`src/rtl/btn_cmd_filter.sv`:
```
// rtl/btn_cmd_filter.sv - four-button synchronizer, debouncer and single-owner command FSM
// Optional auto-repeat of cmd_pulse while a button is held: define BTN_AUTOREPEAT_EN.
module btn_cmd_filter #(
  parameter int DEBOUNCE_CYCLES = 65536,
  parameter int REPEAT_DELAY    = 2**24,
  parameter int REPEAT_PERIOD   = 2**22
) (
  input  logic       clk,
  input  logic       rst_n,
  input  logic [3:0] btn_raw,
  output logic [3:0] cmd,
  output logic [3:0] cmd_pulse,
  output logic       conflict
);

  localparam int CW = $clog2(DEBOUNCE_CYCLES);

  if (DEBOUNCE_CYCLES < 2 || DEBOUNCE_CYCLES > 2**20 || REPEAT_DELAY < 1 || REPEAT_PERIOD < 1)
  begin : g_bad_params
    $error("btn_cmd_filter: parameter out of legal range");
  end

  typedef enum logic [1:0] {IDLE, HELD, LOCKOUT} state_t;

  state_t        state, state_nx;
  logic [3:0]    sync1, sync2, stable;
  logic [CW-1:0] db_cnt [4];
  logic [3:0]    owner, owner_nx;
  logic [3:0]    cmd_nx, pulse_nx;
  logic          conflict_nx;
  logic          stable_onehot;

  always_ff @(posedge clk or negedge rst_n) begin
    if (!rst_n) begin
      sync1 <= '0;
      sync2 <= '0;
    end else begin
      sync1 <= btn_raw;
      sync2 <= sync1;
    end
  end

  // Any cycle where synced agrees with the accepted level restarts that bit's count.
  always_ff @(posedge clk or negedge rst_n) begin
    if (!rst_n) begin
      stable <= '0;
      for (int i = 0; i < 4; i++) db_cnt[i] <= '0;
    end else begin
      for (int i = 0; i < 4; i++) begin
        if (sync2[i] == stable[i]) begin
          db_cnt[i] <= '0;
        end else if (db_cnt[i] == CW'(DEBOUNCE_CYCLES - 1)) begin
          stable[i] <= sync2[i];
          db_cnt[i] <= '0;
        end else begin
          db_cnt[i] <= db_cnt[i] + CW'(1);
        end
      end
    end
  end

  assign stable_onehot = (stable != 4'b0000) && ((stable & (stable - 4'd1)) == 4'b0000);

`ifdef BTN_AUTOREPEAT_EN
  localparam int RMAX = (REPEAT_DELAY > REPEAT_PERIOD) ? REPEAT_DELAY : REPEAT_PERIOD;
  localparam int RW   = $clog2(RMAX + 1);
  logic [RW-1:0] rpt_cnt, rpt_cnt_nx;
  logic          rpt_first, rpt_first_nx;

  always_ff @(posedge clk or negedge rst_n) begin
    if (!rst_n) begin
      rpt_cnt   <= '0;
      rpt_first <= 1'b0;
    end else begin
      rpt_cnt   <= rpt_cnt_nx;
      rpt_first <= rpt_first_nx;
    end
  end
`endif

  always_comb begin
    state_nx = state;
    owner_nx = owner;
    pulse_nx = 4'b0000;
`ifdef BTN_AUTOREPEAT_EN
    rpt_cnt_nx   = rpt_cnt;
    rpt_first_nx = rpt_first;
`endif
    case (state)
      IDLE: begin
        if (stable_onehot) begin
          state_nx = HELD;
          owner_nx = stable;
          pulse_nx = stable;
`ifdef BTN_AUTOREPEAT_EN
          rpt_cnt_nx   = '0;
          rpt_first_nx = 1'b1;
`endif
        end else if (stable != 4'b0000) begin
          state_nx = LOCKOUT;
        end
      end
      HELD: begin
        if ((stable & owner) == 4'b0000) begin
          state_nx = (stable == 4'b0000) ? IDLE : LOCKOUT;
          owner_nx = 4'b0000;
        end else begin
`ifdef BTN_AUTOREPEAT_EN
          // rpt_cnt counts cycles since the last strobe (initial or repeat).
          if ((rpt_first && rpt_cnt == RW'(REPEAT_DELAY - 1)) ||
              (!rpt_first && rpt_cnt == RW'(REPEAT_PERIOD - 1))) begin
            pulse_nx     = owner;
            rpt_cnt_nx   = '0;
            rpt_first_nx = 1'b0;
          end else begin
            rpt_cnt_nx = rpt_cnt + RW'(1);
          end
`endif
        end
      end
      LOCKOUT: begin
        if (stable == 4'b0000) state_nx = IDLE;
      end
      default: begin
        state_nx = IDLE;
        owner_nx = 4'b0000;
      end
    endcase
    cmd_nx      = (state_nx == HELD) ? owner_nx : 4'b0000;
    conflict_nx = (state_nx == LOCKOUT);
  end

  always_ff @(posedge clk or negedge rst_n) begin
    if (!rst_n) begin
      state     <= IDLE;
      owner     <= '0;
      cmd       <= '0;
      cmd_pulse <= '0;
      conflict  <= 1'b0;
    end else begin
      state     <= state_nx;
      owner     <= owner_nx;
      cmd       <= cmd_nx;
      cmd_pulse <= pulse_nx;
      conflict  <= conflict_nx;
    end
  end

endmodule

```
`config.mk`:
```
export PLATFORM = sky130hd
export DESIGN_NAME = btn_cmd_filter
export DESIGN_NICKNAME = d
export VERILOG_FILES = /design/src/rtl/btn_cmd_filter.sv
export SDC_FILE = /design/constraint.sdc
export NUM_CORES = 1
export LEC_CHECK = 0
export ABC_AREA = 1
export CAP_MARGIN = 10
export CORE_ASPECT_RATIO = 0.75
export CORE_MARGIN = 2
export CORE_UTILIZATION = 45
export CTS_BUF_LIST = sky130_fd_sc_hd__clkbuf_4 sky130_fd_sc_hd__clkbuf_8
export DETAILED_ROUTE_END_ITERATION = 7
export DONT_BUFFER_PORTS = 1
export GPL_TIMING_DRIVEN = 0
export PLACE_DENSITY = 0.65
export SLEW_MARGIN = 20
export SYNTH_ARGS = -nofsm -noshare
export SYNTH_HDL_FRONTEND = slang
export SYNTH_SLANG_ARGS = --single-unit
export TNS_END_PERCENT = 100
```
`constraint.sdc`:
```
create_clock -name clk -period 1.5 [get_ports clk]
set_input_delay 0.45 -clock clk [delete_from_list [all_inputs] [get_ports clk]]
set_output_delay 0.45 -clock clk [all_outputs]
set_load 0.005 [all_outputs]
```
==> summary.txt, run 1 <==
Drt
  – Detailed Routing Iterations Pass 1: 4
  – DRC Markers: 0
  – First-iteration detailed-routing DRC count: 193
  – Routed vias: 3517
  – Via density per instance: 4.989
  – WL per Instance: between 10 and 15 um
  – Antenna-violating nets left: 0
  – Final WL: approximately 8700 um

Final layout
  – Diodes inserted: 0
  – Layout fillers: just under 900
  – Final net count: about 580
  – Area Growth Syn to Fin: 14.69%
  – Final cell count without fillers: between 700 and 800
  – Layout cell share with drive strength beyond 1: between 10 and 15%
  – Post-route cell area: between 5000 and 6000 sq um
  – FF/Latch Area: ~2300 sq um
  – Multi-input logic area: 2106 sq um

STA
  – Period minus WS final: between 1 and 1.5 ns
  – Worst slew margin: around 72%
  – Final Cycle Share: slightly below 100%
  – Final Hold Viols: 91
  – Clk_skew: 0.008493 ns
  – RSZ-0062 raised after global routing: yes
  – Setup Viol. Count Final: 0
  – Fin Setup TNS: 0 ns
  – Fmax: a little under 700 MHz
  – Min Hold Slack: -0.2180 ns
  – Worst-Margin Slew: ~0.42 ns
  – Pins Over Slew Limit: 0

Die
  – Die Wd: about 120 um
  – Initial Util: 46.38%
  – Rows: 31
  – Core box area: between 9000 and 10000 sq um
  – Die H: 90.41 um
  – Total die area: between 10000 and 15000 sq um
  – Boundary Pins: 15

Clocking
  – Sink Count: between 90 and 100
  – TritonCTS clock tree: built
  – Root Buffer: clkbuf_8
  – CTS max path bufs: 2
  – Reg clk slew, reported paths: 0.09 ns
  – Htree depth: 3
  – TritonCTS Buffers: 9
  – Worst-Skew Late Latency: roughly 0.36 ns

Global routing
  – Met2 GRT Util: a little over a quarter
  – Congestion Overflow GR: 0
  – Vias in the first global route: approximately 3300
  – Gr busiest metal: met2
  – Antenna violations before repair: 0
  – Global-route wire length before repair: roughly 15000 um
  – Met3 Use GR: 4.419%
  – GRT Util Overall: roughly 17%
  – Met1 Usage GRT: 23.67%
  – Pin count of the biggest net entering global routing: roughly 90

Critical path
  – Kind of start point of the critical path: register
  – CP max-delay cell: dfrtp_1
  – CP arrival: between 1.5 and 2 ns
  – Crit path largest cell delay: a little over 0.4 ns
  – Cell chain of the critical path: ha_4 > nand2_4 > nor2_4 > inv_2 > nor2_4 > nand2_4 > o21ai_4 > nor2_1
  – CP Max Fanout: 7
  – CP required: ~1.7 ns
  – FF-to-FF Start: db_cnt[49]
  – Crit-path leading delay family: simple AND/OR/NAND/NOR gates
  – Crit Path Category: reg -> reg
  – Reg2Reg Capture Point: db_cnt[57]
  – Worst reg2reg setup slack: roughly 0.02 ns
  – CP endpoint kind: register
  – Worst r2r path cells: 8
  – Worst Path Buf+Inv: 1

Logic synthesis
  – Largest family of logic cells by synthesized area: simple AND/OR/NAND/NOR gates
  – Yosys cell types: 28
  – Compound-gate portion of the synthesized area: between 4 and 5%
  – Mapped Cells: roughly 550
  – Mux cell area share after synthesis: 0%
  – Post-Synth Adder-Cell Area: 1.117%
  – Synthesized area: about 4500 sq um
  – Synthesis-stage register bit count: ~90
  – Net Count, Synth: ~560
  – Warnings from Yosys: 0
  – Sequential-to-total area share from yosys stat: between 50% and 60%
  – Mapped Avg Cell Area: around 8.2 sq um
  – XOR/XNOR Fraction of Synth Area: between 6 and 7%
  – Synth Area in Simple Gates: between 30% and 40%

Power
  – Final total power: about 4.3 mW
  – Worst vdd ir: between 0.0006 and 0.0007 V
  – PwrDens: around 850 nW/um^2
  – Leakage: roughly 2.3 nW

Worst hold path
  – Hold Crit Class: in -> async

Place
  – DP Wirelength: between 5000 and 6000 um
  – # placed instances: slightly below 700
  – Port bufs: 0
  – Placed inst area: ~4600 sq um
  – Final GP Congestion: approximately 0.85

Outcome
  – Status: finished, violations left
  – Failing checks: hold timing

Job
  – Max-Cap Viols: 0
final cells by class:
type                            count  share of cell area (%)
Inverter                           72                   5.261
Buffer                              2                  0.1948
Sequential cell                    91                   44.37
Tap cell                          132                   3.215
Multi-Input combinational cell    381                   40.99
Clock inverter                      4                  0.9498
Timing Repair Buffer               11                   1.924
Clock buffer                       12                   3.093
through the flow:
stage | hold WS (ns) | setup slack, ns | util, %
floorplan | 0.1544 | 0.1244 | -
finish | -0.2180 | 0.01998 | 53.19
global placement | 0.1589 | -0.1577 | 48.09
CTS | -0.2456 | 0.001265 | 51.11
global route | -0.2591 | -0.04900 | 53.19
detailed placement | 0.1589 | -0.2053 | 48.09
per-layer routing:
layer,wire length [um],share of wire [%],up-vias
met5,0,0,-
met4,116,1.3,0
met3,486,5.6,10
met2,3932,45,81
met1,4179,48,1673
li1,-,-,1753
report_power, final:
group / leakage [nW] / switching [mW] / total [mW] / internal (mW)
clock: 0.110 / 0.825 / 1.70 / 0.878
combinational: 0.994 / 0.0685 / 0.123 / 0.0549
sequential: 1.24 / 0.0348 / 2.52 / 2.49
sequential cells by signal, indices dropped and copies added (netlist names):
| signal | cells |
|---|---|
| db_cnt | 64 |
| cmd | 4 |
| cmd_pulse | 4 |
| owner | 4 |
| stable | 4 |
| sync1 | 4 |
| sync2 | 4 |
| state | 2 |
| conflict | 1 |
synthesized netlist by cell type (all sizes together):
library cell,number,area [sq um]
o21a,1,7.510
a21oi,14,85.09
inv,72,270.3
nand4,10,68.81
nand3,47,245.2
o21ai,15,105.1
nor3b,4,30.03
a211oi,3,22.52
ha,4,50.05
dfrtp,91,2277
xnor2,4,35.03
nor2,129,511.7
xor2,29,269.0
buf,2,10.01
and2,3,18.77
nand2,102,392.9
nor3,16,80.08
worst reg2reg max path: stages (launching register included):
cell,delay (ns)
dfrtp_1,0.41
ha_4,0.17
nand2_4,0.06
nor2_4,0.11
inv_2,0.06
nor2_4,0.13
nand2_4,0.08
o21ai_4,0.26
nor2_1,0.08
how the worst max path moves through the flow:
| stage | from | to | slack [ns] | cells past startpoint |
|---|---|---|---|---|
| finish | db_cnt[49] | db_cnt[57] | 0.02 | 8 |
| global route | db_cnt[33] | db_cnt[45] | -0.05 | 8 |
| CTS | db_cnt[32] | db_cnt[45] | 0.001 | 8 |
| detailed placement | db_cnt[0] | db_cnt[11] | -0.21 | 6 |
| global placement | db_cnt[0] | db_cnt[7] | -0.16 | 6 |
| floorplan | db_cnt[0] | db_cnt[11] | 0.12 | 6 |
cell families after synthesis:
family / after synthesis
XOR/XNOR: 33
AO/OA/AOI/OAI: 33
AND/OR/NAND/NOR: 311
buffers and inverters: 74
flip-flops: 91
adder cells (fa/ha/maj): 4
cell usage in the layout (no fill, tap or decap), drive strengths merged, types with 4 or more instances in the layout:
| master | netlist | final |
|---|---|---|
| nand3 | 47 | 47 |
| clkbuf | 0 | 12 |
| inv | 72 | 72 |
| dfrtp | 91 | 91 |
| nor3b | 4 | 4 |
| nand4 | 10 | 10 |
| o21ai | 15 | 15 |
| nor3 | 16 | 16 |
| nand2 | 102 | 102 |
| xnor2 | 4 | 4 |
| buf | 2 | 13 |
| ha | 4 | 4 |
| nor2 | 129 | 129 |
| xor2 | 29 | 29 |
| a21oi | 14 | 14 |
what timing repair did:
action,in CTS,in global routing
setup endpoints to repair,31,51
gates resized for setup,11,36
pin swaps,8,21
endpoints found under the hold margin,91,91
setup buffers,4,7
(Power assumes the default switching activity.)
==> run 2: changes to the inputs <==
--- a/config.mk
+++ b/config.mk
@@ -9,12 +9,13 @@
 export CAP_MARGIN = 10
 export CORE_ASPECT_RATIO = 0.75
 export CORE_MARGIN = 2
-export CORE_UTILIZATION = 45
+export CORE_UTILIZATION = 50
 export CTS_BUF_LIST = sky130_fd_sc_hd__clkbuf_4 sky130_fd_sc_hd__clkbuf_8
 export DETAILED_ROUTE_END_ITERATION = 7
 export DONT_BUFFER_PORTS = 1
 export GPL_TIMING_DRIVEN = 0
-export PLACE_DENSITY = 0.65
+export PLACE_DENSITY = 0.7
+export REMOVE_ABC_BUFFERS = 1
 export SLEW_MARGIN = 20
 export SYNTH_ARGS = -nofsm -noshare
 export SYNTH_HDL_FRONTEND = slang
==> run 2 against run 1 <==
Net effect:
- the flow still finishes with violations (hold timing)
- fmax decreased by 0.37%
- clock power increased by 4%
- final area decreased by 0.85%
- routed wire length increased by 1.4%
==> summary.txt, run 2 (synthesis gave the netlist of run 1 again) <==
Drt
  – WL per Instance: 12.98 um (was 12.36 um)
  – Antenna-violating nets left: 0 (unchanged)
  – Via density per instance: 5.085 (was 4.989)
  – First-iteration detailed-routing DRC count: 298 (was 193)
  – Final WL: 8841 um (was 8715 um)
  – DRC Markers: 0 (unchanged)
  – Routed vias: 3463 (was 3517)
  – Detailed Routing Iterations Pass 1: 5 (was 4)

Job
  – Max-Cap Viols: 0 (unchanged)

Die
  – Rows: 29 (was 31)
  – Total die area: 9740 sq um (was 10780 sq um)
  – Die Wd: 113.3 um (was 119.2 um)
  – Core box area: 8563 sq um (was 9658 sq um)
  – Boundary Pins: 15 (unchanged)
  – Die H: 85.97 um (was 90.41 um)
  – Initial Util: 52.31% (was 46.38%)

Place
  – Final GP Congestion: 0.9190 (was 0.8495)
  – Dpl ws: -0.1814 ns (was -0.2053 ns)
  – DP Wirelength: 5987 um (was 5962 um)
  – # placed instances: 652 (was 678)
  – Port bufs: 0 (unchanged)

STA
  – Min Hold Slack: -0.2225 ns (was -0.2180 ns)
  – Fmax: 673.2 MHz (was 675.7 MHz)
  – Smallest setup slack after layout: 0.01453 ns (was 0.01998 ns)
  – Pins Over Slew Limit: 0 (unchanged)
  – Final Hold Viols: 91 (unchanged)
  – Period minus WS final: 1.485 ns (was 1.480 ns)
  – Worst-Margin Slew: 0.3756 ns (was 0.4248 ns)
  – RSZ-0062 raised after global routing: yes (unchanged)
  – Fin Setup TNS: 0 ns (unchanged)
  – Setup Viol. Count Final: 0 (unchanged)
  – Clk_skew: 0.01061 ns (was 0.008493 ns)
  – Worst slew margin: 74.88% (was 71.51%)
  – Final Cycle Share: 99.03% (was 98.67%)

Critical path
  – CP max-delay cell: dfrtp_1 (unchanged)
  – Reg2Reg Capture Point: db_cnt[57] (unchanged)
  – Crit-path leading delay family: simple AND/OR/NAND/NOR gates (unchanged)
  – CP Max Fanout: 7 (unchanged)
  – Cell chain of the critical path: ha_2 > nand2_4 > nor2_4 > inv_2 > nor2_4 > nand2_4 > o21ai_4 > nor2_1 (was ha_4 > nand2_4 > nor2_4 > inv_2 > nor2_4 > nand2_4 > o21ai_4 > nor2_1)
  – Worst reg2reg setup slack: 0.01 ns (was 0.02 ns)
  – Worst r2r path cells: 8 (unchanged)
  – CP required: 1.74 ns (about the same)
  – FF-to-FF Start: db_cnt[49] (unchanged)
  – Kind of start point of the critical path: register (unchanged)
  – Crit Path Category: reg -> reg (unchanged)
  – Crit path largest cell delay: 0.37 ns (was 0.41 ns)
  – CP arrival: 1.73 ns (was 1.72 ns)
  – CP endpoint kind: register (unchanged)
  – Worst Path Buf+Inv: 1 (unchanged)

Power
  – Final total power: 4.404 mW (was 4.348 mW)
  – Combinational power share: 2.8% (about the same)
  – Switching power: 0.9384 mW (was 0.9286 mW)
  – Sequential power share: 57.2% (was 58.0%)
  – PwrDens: 864.7 nW/um^2 (was 846.3 nW/um^2)
  – Worst vdd ir: 0.0008622 V (was 0.0006655 V)
  – Leakage: 2.330 nW (was 2.343 nW)
  – Switching Fraction: 21.31% (was 21.36%)
  – Clock network power share: 40.0% (was 39.2%)
  – Pint: 3.466 mW (was 3.419 mW)

Global routing
  – Vias in the first global route: 3191 (was 3272)
  – GRT Util Overall: 19.03% (was 17.25%)
  – Pin count of the biggest net entering global routing: 92 (unchanged)
  – Congestion Overflow GR: 0 (unchanged)
  – Global-route wire length before repair: 14710 um (was 14880 um)
  – Antenna violations before repair: 0 (unchanged)

Final layout
  – Largest register FFs: 64 (unchanged)
  – Biggest register: db_cnt (unchanged)
  – Layout cell share with drive strength beyond 1: 14.83% (was 14.49%)
  – Area Growth Syn to Fin: 13.72% (was 14.69%)
  – Final cell count without fillers: 681 (was 705)
  – Layout fillers: 731 (was 873)
  – Diodes inserted: 0 (unchanged)
  – Commonest cells after routing, fill and taps aside: nor2_1 (111), nand2_1 (93), dfrtp_1 (87) (was nor2_1 (113), nand2_1 (92), dfrtp_1 (89))
  – Final net count: 578 (unchanged)
  – Commonest non-fill, non-tap cell in the layout: nor2_1 (unchanged)

Clocking
  – Reg clk slew, reported paths: 0.08 ns (was 0.09 ns)
  – Worst-Skew Late Latency: 0.37 ns (was 0.36 ns)
  – TritonCTS Buffers: 9 (unchanged)
  – Htree depth: 3 (unchanged)
  – CTS max path bufs: 2 (unchanged)
  – TritonCTS clock tree: built (unchanged)
  – Sink Count: 91 (unchanged)
  – Root Buffer: clkbuf_8 (unchanged)

Outcome
  – Failing checks: hold timing (unchanged)
  – Status: finished, violations left (unchanged)

Worst hold path
  – Hold Crit Class: in -> async (unchanged)
run 2: cell types whose count changed in the layout (fill, tap and decap cells not counted), moves of 2 or more:
cell	before	now
buf_4	9	13
nor2_1	113	111
dfrtp_1	89	87
clkinv_2	2	0
buf_2	2	0
dfrtp_2	2	4
clkinvlp_4	0	2
run 2: how the worst max path moves through the flow:
stage                          start         end  slack (ns)  cells past startpoint
after global placement     db_cnt[0]   db_cnt[7]       -0.16                      6
after CTS                 db_cnt[49]  db_cnt[59]       0.009                      8
after detailed placement   db_cnt[0]  db_cnt[13]       -0.18                      6
after global routing      db_cnt[49]  db_cnt[57]       -0.07                      8
final                     db_cnt[49]  db_cnt[57]        0.01                      8
after floorplan            db_cnt[0]  db_cnt[11]        0.12                      6
run 2: layer usage:
| layer | routed length, um | vias up | GRT usage [%] |
|---|---|---|---|
| met2 | 3890 | 80 | 29.18 |
| met3 | 439 | 10 | 5.088 |
| met5 | 0 | - | 0 |
| met1 | 4434 | 1614 | 26.83 |
| met4 | 76 | 0 | 5.543 |
| li1 | - | 1759 | - |
run 2: final cells by class:
| type | instances | area (sq um) | share of cell area [%] |
|---|---|---|---|
| Clock buffer | 13 | 172.7 | 3.390 |
| Clock inverter | 3 | 45.04 | 0.8843 |
| Inverter | 72 | 270.3 | 5.306 |
| Multi-Input combinational cell | 381 | 2091 | 41.05 |
| Sequential cell | 91 | 2282 | 44.80 |
| Tap cell | 108 | 135.1 | 2.653 |
| Timing Repair Buffer | 13 | 97.59 | 1.916 |
run 2: power groups by stage:
| stage | Clock [mW] | Combinational [mW] | Sequential (mW) |
|---|---|---|---|
| global placement | 0 | 0.0859 | 2.56 |
| detailed placement | 0 | 0.0900 | 2.56 |
| floorplan | 0 | 0.0687 | 2.56 |
| finish | 1.76 | 0.122 | 2.52 |
| CTS | 1.82 | 0.0989 | 2.51 |
| global route | 1.91 | 0.136 | 2.52 |
run 2: what timing repair did:
action                     4_1_cts  5_1_grt
setup buffers                    3       10
resized for setup               13       36
pin swaps                        7       18
hold endpoints to repair        91       91
setup endpoints to repair       30       48
run 2: per-stage QoR:
stage / cell area, sq um / util [%]
floorplan: 4469 / -
global placement: 4604 / 53.77
detailed placement: 4604 / 53.77
CTS: 4903 / 57.26
global route: 5094 / 59.48
finish: 5094 / 59.48
==> run 3: changes to the inputs <==
--- a/config.mk
+++ b/config.mk
@@ -7,14 +7,17 @@
 export LEC_CHECK = 0
 export ABC_AREA = 1
 export CAP_MARGIN = 10
+export CELL_PAD_IN_SITES_DETAIL_PLACEMENT = 0
+export CELL_PAD_IN_SITES_GLOBAL_PLACEMENT = 1
 export CORE_ASPECT_RATIO = 0.75
 export CORE_MARGIN = 2
 export CORE_UTILIZATION = 50
 export CTS_BUF_LIST = sky130_fd_sc_hd__clkbuf_4 sky130_fd_sc_hd__clkbuf_8
 export DETAILED_ROUTE_END_ITERATION = 7
 export DONT_BUFFER_PORTS = 1
+export GPL_ROUTABILITY_DRIVEN = 0
 export GPL_TIMING_DRIVEN = 0
-export PLACE_DENSITY = 0.7
+export PLACE_DENSITY = 0.87
 export REMOVE_ABC_BUFFERS = 1
 export SLEW_MARGIN = 20
 export SYNTH_ARGS = -nofsm -noshare
==> run 3 against run 2 <==
Net effect:
- the run still ends with hold timing left
- die area unchanged
- power shrank 1.6%
- worst hold slack worse by 0.014 ns
- combinational power is essentially flat
- via count barely moved
- critical path type unchanged
- largest cell class unchanged
- largest power group unchanged
==> summary.txt, run 3 (synthesis gave the netlist of run 1 again) <==
Outcome
  – Status: finished, violations left (unchanged)
  – Failing checks: hold timing (unchanged)

Clocking
  – Root Buffer: clkbuf_8 (unchanged)
  – Worst-Skew Late Latency: 0.38 ns (was 0.37 ns)
  – Sink Count: 91 (unchanged)
  – Reg clk slew, reported paths: 0.09 ns (was 0.08 ns)
  – CTS max path bufs: 2 (unchanged)
  – Htree depth: 3 (unchanged)
  – TritonCTS Buffers: 9 (unchanged)
  – TritonCTS clock tree: built (unchanged)

Critical path
  – Cell chain of the critical path: ha_2 > nand2_4 > nor2_4 > inv_4 > nor2_4 > nand2_4 > o21ai_4 > nor2_1 (was ha_2 > nand2_4 > nor2_4 > inv_2 > nor2_4 > nand2_4 > o21ai_4 > nor2_1)
  – Crit path largest cell delay: 0.36 ns (was 0.37 ns)
  – CP arrival: 1.72 ns (was 1.73 ns)
  – Crit Path Category: reg -> reg (unchanged)
  – Crit-path leading delay family: simple AND/OR/NAND/NOR gates (unchanged)
  – CP Max Fanout: 7 (unchanged)
  – CP required: 1.76 ns (was 1.74 ns)
  – Worst reg2reg setup slack: 0.04 ns (was 0.01 ns)
  – Kind of start point of the critical path: register (unchanged)
  – CP max-delay cell: dfrtp_1 (unchanged)
  – Worst Path Buf+Inv: 1 (unchanged)
  – CP endpoint kind: register (unchanged)

STA
  – Worst slew margin: 74.97% (was 74.88%)
  – Smallest setup slack after layout: 0.03773 ns (was 0.01453 ns)
  – Worst-Margin Slew: 0.3742 ns (was 0.3756 ns)
  – Setup Viol. Count Final: 0 (unchanged)
  – Fmax: 683.9 MHz (was 673.2 MHz)
  – Pins Over Slew Limit: 0 (unchanged)
  – Final Cycle Share: 97.48% (was 99.03%)
  – Final Hold Viols: 91 (unchanged)
  – Min Hold Slack: -0.2366 ns (was -0.2225 ns)
  – Period minus WS final: 1.462 ns (was 1.485 ns)
  – RSZ-0062 raised after global routing: yes (unchanged)
  – Clk_skew: 0.01139 ns (was 0.01061 ns)

Die
  – Core box area: 8563 sq um (unchanged)
  – Die Wd: 113.3 um (unchanged)
  – Boundary Pins: 15 (unchanged)
  – Total die area: 9740 sq um (unchanged)
  – Rows: 29 (unchanged)
  – Die H: 85.97 um (unchanged)
  – Initial Util: 52.31% (unchanged)

Drt
  – Detailed Routing Iterations Pass 1: 5 (unchanged)
  – WL per Instance: 12.83 um (was 12.98 um)
  – Via density per instance: 5.060 (was 5.085)
  – First-iteration detailed-routing DRC count: 314 (was 298)
  – Final WL: 8787 um (was 8841 um)
  – Routed vias: 3466 (was 3463)
  – Antenna-violating nets left: 0 (unchanged)
  – DRC Markers: 0 (unchanged)

Final layout
  – Largest register FFs: 64 (unchanged)
  – Layout cell share with drive strength beyond 1: 15.08% (was 14.83%)
  – Diodes inserted: 0 (unchanged)
  – Layout fillers: 758 (was 731)
  – Commonest non-fill, non-tap cell in the layout: nor2_1 (unchanged)
  – Biggest register: db_cnt (unchanged)
  – Commonest cells after routing, fill and taps aside: nor2_1 (112), nand2_1 (93), dfrtp_1 (89) (was nor2_1 (111), nand2_1 (93), dfrtp_1 (87))
  – FF/Latch Area: 2280 sq um (was 2282 sq um)
  – Area Growth Syn to Fin: 14.86% (was 13.72%)
  – Multi-input logic area: 2111 sq um (was 2091 sq um)
  – Final Core Density: 60.08% (was 59.48%)
  – Final net count: 582 (was 578)

Job
  – Max-Cap Viols: 0 (unchanged)

Global routing
  – GRT Util Overall: 20.02% (was 19.03%)
  – Vias in the first global route: 3256 (was 3191)
  – Congestion Overflow GR: 0 (unchanged)
  – Global-route wire length before repair: 15330 um (was 14710 um)
  – Antenna violations before repair: 0 (unchanged)
  – Pin count of the biggest net entering global routing: 92 (unchanged)

Place
  – DP Wirelength: 5940 um (was 5987 um)
  – Port bufs: 0 (unchanged)
  – Dpl ws: -0.2262 ns (was -0.1814 ns)

Worst hold path
  – Hold Crit Class: in -> async (unchanged)

Power
  – PwrDens: 842.5 nW/um^2 (was 864.7 nW/um^2)
  – Leakage: 2.355 nW (was 2.330 nW)
  – Worst vdd ir: 0.0005964 V (was 0.0008622 V)
==> run 3: cell types whose count changed in the layout (fill, tap and decap cells not counted), sizes merged <==
cell,before,now
clkinvlp,2,3
clkinv,0,3
clkbuf,13,9
buf,13,17
==> run 3: worst register-to-register path, cell delays in order (launching register included) <==
cell and delay (ns):
dfrtp_1 0.36, ha_2 0.21, nand2_4 0.07, nor2_4 0.13, inv_4 0.05, nor2_4 0.12
nand2_4 0.08, o21ai_4 0.25, nor2_1 0.08
==> run 3: final timing paths <==
check,cells past startpoint,from,to
min,0,rst_n,db_cnt[52]
max reg2reg,8,db_cnt[49],db_cnt[55]
max in group asynchronous,0,rst_n,stable[0]
max,8,db_cnt[49],db_cnt[55]
min reg2reg,0,sync1[1],sync2[1]
min in group clk,0,btn_raw[2],sync1[2]
==> run 3: layout make-up <==
cell class | count | area share [%]
flip-flops and latches | 91 | 44.31
multi-input cells | 381 | 41.03
inverters | 72 | 5.302
repair buffers | 17 | 2.797
well taps | 108 | 2.626
clock buffers | 9 | 2.408
clock inverters | 7 | 1.532
==> run 3: through the flow <==
stage	area (sq um)	cells	setup TNS, ns	total power, mW
after detailed placement	4604	652	-3.467	2.651
final	5145	685	0	4.335
after global routing	5145	685	-0.2617	4.523
after CTS	4901	673	0	4.364
after floorplan	4469	544	0	2.624
after global placement	4604	652	-2.750	2.647
==> run 3: routing by layer <==
layer  track usage [%]  up-vias  routed length, um
met5                 0        -                  0
met4             6.652        0                110
met3             5.724       11                342
met2             29.29       62               3876
met1             28.85     1639               4457
li1                  -     1754                  -
==> run 3: power breakdown <==
part / total, mW / switching [mW] / internal (mW)
clock: 1.69 / 0.916 / 0.777
sequential: 2.52 / 0.0336 / 2.49
combinational: 0.122 / 0.0685 / 0.0532
==> run 3: what timing repair did <==
action,CTS,global route
pin swaps,10,18
endpoints found under the setup margin,31,43
resized for setup,13,38
buffers inserted,5,12
hold endpoints to repair,91,91
==> variant 1 (settings of run 1) <==
Encoding of `state_t`: now one-hot (3 bits for 3 states).
--- a/src/rtl/btn_cmd_filter.sv
+++ b/src/rtl/btn_cmd_filter.sv
@@ -20,7 +20,7 @@
     $error("btn_cmd_filter: parameter out of legal range");
   end
 
-  typedef enum logic [1:0] {IDLE, HELD, LOCKOUT} state_t;
+  typedef enum logic [2:0] {IDLE = 3'b001, HELD = 3'b010, LOCKOUT = 3'b100} state_t;
 
   state_t        state, state_nx;
   logic [3:0]    sync1, sync2, stable;
Formal check against the unedited RTL: no difference found for any inputs over 10 cycles, from zero or initial values and one cycle with rst_n low; not proved beyond that.
==> variant 1 against run 1 <==
The flow still finishes with violations (negative hold slack); non-clock buffer count increased by 5; worst setup slack improved by 17 ps; total power increased by 3.9%; synthesized cell count increased by 3.7%; clock power increased by 8%; area after synthesis increased by 2.9%; combinational power increased by 6%; final area increased by 3.2%; highest routed layer unchanged; routed wire length increased by 2.5%; sequential cell count increased by 1; global-route usage decreased by 0.19 points.
==> variant 1: results (changes against run 1) <==
metric,value,unit,change
routability cong.,0.8482,,-0.15%
VDD IR-drop max,489.9,µV,-26%
Worst R2R Path Depth,6,,-2
Hold Slack,-227.0,ps,-8.999 ps
actual slew at the worst max-slew pin,427.9,ps,+3.094 ps
reg2reg start,db_cnt[0]$_DFF_PN0_,,
largest net degree at the start of global routing,93,,+1.1%
via count of the first global-routing pass,3375,,+3.1%
layout cells sized above 1,15.24,%,+0.76 points
Worst Setup EP,db_cnt[13]$_DFF_PN0_,,
first-pass GRT wire length,15280,µm,+2.6%
Synth Area in Adders,1.085,%,-0.032 points
share of the synthesized area in the top cell type,49.39,%,-1.4 points
CP max stage delay,390,ps,-20 ps
status,"finished, violations left",,
All-Layer GR Usage,17.06,%,-0.19 points
met3 wire length,344,µm,-29%
Synth Area in XOR/XNOR,6.160,%,-0.63 points
# fillers,890,,+1.9%
met1 wire length,4403,µm,+5.4%
"Seq/Total Area, Yosys",49.96,%,-0.88 points
area of the multi-input gates,0.002211,mm²,+5.0%
fin nets,602,,+4.2%
Detail Placement HPWL,6095,µm,+2.2%
Max Clock Skew,7.943,ps,-0.5498 ps
Fin. Hold Viols,92,,+1.1%
reg2reg setup slack,40,ps,+20 ps
met2 wire length,4069,µm,+3.5%
syn_nets,576,,+3.6%
failing checks,negative hold slack,,
Commonest cells post-synth,"130 x nand2_1, 106 x nor2_1, 91 x dfrtp_1",,
LEAKAGE,2.394,nW,+2.2%
via count,3579,,+1.8%
largest cells by area after synthesis,"dfrtp_1 49%, nand2_1 11%, nor2_1 8.6%",,
total wire length,8937,µm,+2.5%
## variant 1: changes by cell type after synthesis, sizes merged, moves of 4 or more
cell	change
nand2	+36
nor2	-17
xor2	-8
o21ai	-6
o21bai	+6
nand3	+5
nor3	+4
xnor2	+4
## variant 1: per-layer routing
metal | vias to the layer above | global-route usage, %
met5 | - | 0
met4 | 0 | 5.620
met3 | 10 | 4.229
met2 | 68 | 25.94
met1 | 1666 | 23.91
li1 | 1835 | -
## variant 1: how the worst min path moves through the flow
stage / slack (ps) / endpoint / from
floorplan: 150 / cmd[0]$_DFF_PN0_ / rst_n
global placement: 160 / db_cnt[5]$_DFF_PN0_ / rst_n
detailed placement: 160 / db_cnt[5]$_DFF_PN0_ / rst_n
CTS: -250 / db_cnt[8]$_DFF_PN0_ / rst_n
global route: -260 / db_cnt[35]$_DFF_PN0_ / rst_n
finish: -230 / db_cnt[19]$_DFF_PN0_ / rst_n
## variant 1: timing repair
action                     CTS  global route
setup endpoints to repair   23            47
hold endpoints to repair    92            92
setup buffers                6             9
pin swaps                    3            17
gates resized for setup      6            34
## variant 1: power by group
group          switching (mW)  leakage, nW  total, mW  internal [mW]
combinational          0.0682         1.02      0.130         0.0621
sequential             0.0391         1.25       2.55           2.51
clock                   0.839        0.116       1.83          0.994
total                   0.947         2.39       4.52           3.57
## variant 1: cell families after synthesis
kind of cell | after synthesis
simple gates | 341
flops | 92
buf+inv | 72
xor+xnor | 29
compound gates | 28
fa+ha+maj | 4
## variant 1: area by class of cell
type | count | area share, %
inverters | 69 | 4.886
plain buffers | 3 | 0.4956
clock inverters | 5 | 1.416
flip-flops and latches | 92 | 43.45
well taps | 132 | 3.115
multi-input cells | 402 | 41.70
clock buffers | 11 | 2.738
repair buffers | 15 | 2.195
## variant 1: metrics by stage
stage               setup TNS (ps)  hold slack, ps  instances  worst slack [ps]  total power [mW]
global placement            -404.1           157.3        698            -47.02             2.690
global route                -705.2          -256.8        729            -59.81             4.709
finish                           0          -227.0        729             37.41             4.518
CTS                              0          -248.9        720             3.152             4.559
detailed placement           -1020           157.0        698            -81.44             2.692
floorplan                        0           154.4        566             153.5             2.668
==> variant 2 (settings of run 1) <==
Made on the original files. `DEBOUNCE_CYCLES`: 65536 -> 262144.
--- a/src/rtl/btn_cmd_filter.sv
+++ b/src/rtl/btn_cmd_filter.sv
@@ -1,7 +1,7 @@
 // rtl/btn_cmd_filter.sv - four-button synchronizer, debouncer and single-owner command FSM
 // Optional auto-repeat of cmd_pulse while a button is held: define BTN_AUTOREPEAT_EN.
 module btn_cmd_filter #(
-  parameter int DEBOUNCE_CYCLES = 65536,
+  parameter int DEBOUNCE_CYCLES = 262144,
   parameter int REPEAT_DELAY    = 2**24,
   parameter int REPEAT_PERIOD   = 2**22
 ) (
Formal check against the unedited RTL: same outputs for any inputs over 10 cycles, from zero or initial values and one cycle with rst_n low; that may be too few to reach the edited logic, so the function may still have changed.
==> variant 2 against run 1 <==
The run still ends with negative hold slack left; worst setup slack better by 42 ps; final area up 6.4%; synthesized cell count up 3.7%; sequential power up 8.3%; total power up 5.9%; critical path type unchanged; area after synthesis up 7.4%; sequential cell count up 8; routed wire length up 8.8%; clock skew down 0.65 ps.
==> variant 2: results (changes against run 1) <==
metric,value,unit,change
max FFs per register,72,,+13%
Top Metal Used,met4,,
DR WL/cell,12.90,µm,+4.3%
first-pass GRT wire length,16360,µm,+9.9%
met2 wire length,4350,µm,+11%
failing checks,negative hold slack,,
Post-Layout Cell Count,735,,+4.3%
Detail Placement HPWL,6375,µm,+6.9%
largest net degree at the start of global routing,100,,+8.7%
crit path from,db_cnt[1]$_DFF_PN0_,,
All-Layer GR Usage,17.98,%,+0.73 points
Commonest cells post-synth,"134 x nand2_1, 124 x nor2_1, 99 x dfrtp_1",,
M2 GR Usage,26.74,%,+0.26 points
fin nets,604,,+4.5%
drt initial violations,227,,+18%
DP Area,0.004980,mm²,+7.2%
crit path DAT,1690,ps,-30 ps
met1 Resource Use GR,26.28,%,+2.6 points
# fillers,958,,+9.7%
Mapped Avg Cell Area,8.498,µm²,+3.6%
Fin. Hold Viols,99,,+8.8%
Hold Slack,-221.2,ps,-3.224 ps
met3 usage,4.451,%,+0.032 points
syn_nets,576,,+3.6%
met1 wire length,4769,µm,+14%
met3 wire length,319,µm,-34%
routability cong.,0.8435,,-0.71%
LEAKAGE,2.426,nW,+3.6%
yosys synthesis warning count,0,,unchanged
Vias/cell,4.969,,-0.40%
crit path max fanout,10,,+3
via count of the first global-routing pass,3524,,+7.7%
largest cells by area after synthesis,"dfrtp_1 52%, nand2_1 10%, nor2_1 9.7%",,
Max Clock Skew,7.838,ps,-0.6548 ps
layout cells sized above 1,15.19,%,+0.71 points
dpl ws,-138.1,ps,+67.14 ps
VDD IR-drop max,518.5,µV,-22%
status,"finished, violations left",,
"Seq/Total Area, Yosys",51.51,%,+0.67 points
Max-Slew Margin vs Limit,74.68,%,+3.2 points
Worst R2R Path Depth,7,,-1
Placed Cells incl. Taps,702,,+3.5%
## variant 2: where the power goes
part	total (mW)	switching, mW	internal [mW]	leakage, nW
clock network	1.72	0.899	0.817	0.106
registers	2.73	0.0292	2.70	1.35
logic	0.156	0.0865	0.0691	0.973
total	4.60	1.01	3.59	2.43
## variant 2: layout make-up
cell class / count / area (µm²) / share of cell area [%]
Clock buffer: 10 / 137.6 / 2.518
Clock inverter: 6 / 62.56 / 1.144
Timing Repair Buffer: 15 / 137.6 / 2.518
Tap cell: 136 / 170.2 / 3.113
Sequential cell: 99 / 2484 / 45.43
Multi-Input combinational cell: 428 / 2321 / 42.46
Inverter: 41 / 153.9 / 2.815
## variant 2: logic make-up after synthesis
logic type	synth area share, %
AO/OA/AOI/OAI	4.526
XOR/XNOR	6.920
adder cells (fa/ha/maj)	1.041
buffers and inverters	3.200
flip-flops	51.51
AND/OR/NAND/NOR	32.80
## variant 2: worst paths after layout
kind                       slack (ps)              endpoint
setup / recovery                   60   db_cnt[9]$_DFF_PN0_
hold / removal                   -220  db_cnt[17]$_DFF_PN0_
setup reg to reg                   60   db_cnt[9]$_DFF_PN0_
hold reg to reg                   350    sync2[1]$_DFF_PN0_
max in group asynchronous        1550  db_cnt[54]$_DFF_PN0_
min in group clk                  110    sync1[0]$_DFF_PN0_
## variant 2: critical path, cell delays in order (launching register included)
cell	delay, ps
dfrtp_1	370
ha_2	220
nand2_2	80
nor2_4	160
nand4_4	120
o21ai_4	190
buf_12	140
nor2_1	40
## variant 2: timing repair
item                       CTS  global route
setup buffers                8             7
setup endpoints to repair   45            56
pin swaps                    4            11
hold endpoints to repair    99            99
cloned                       1             1
gates resized for setup     10            23
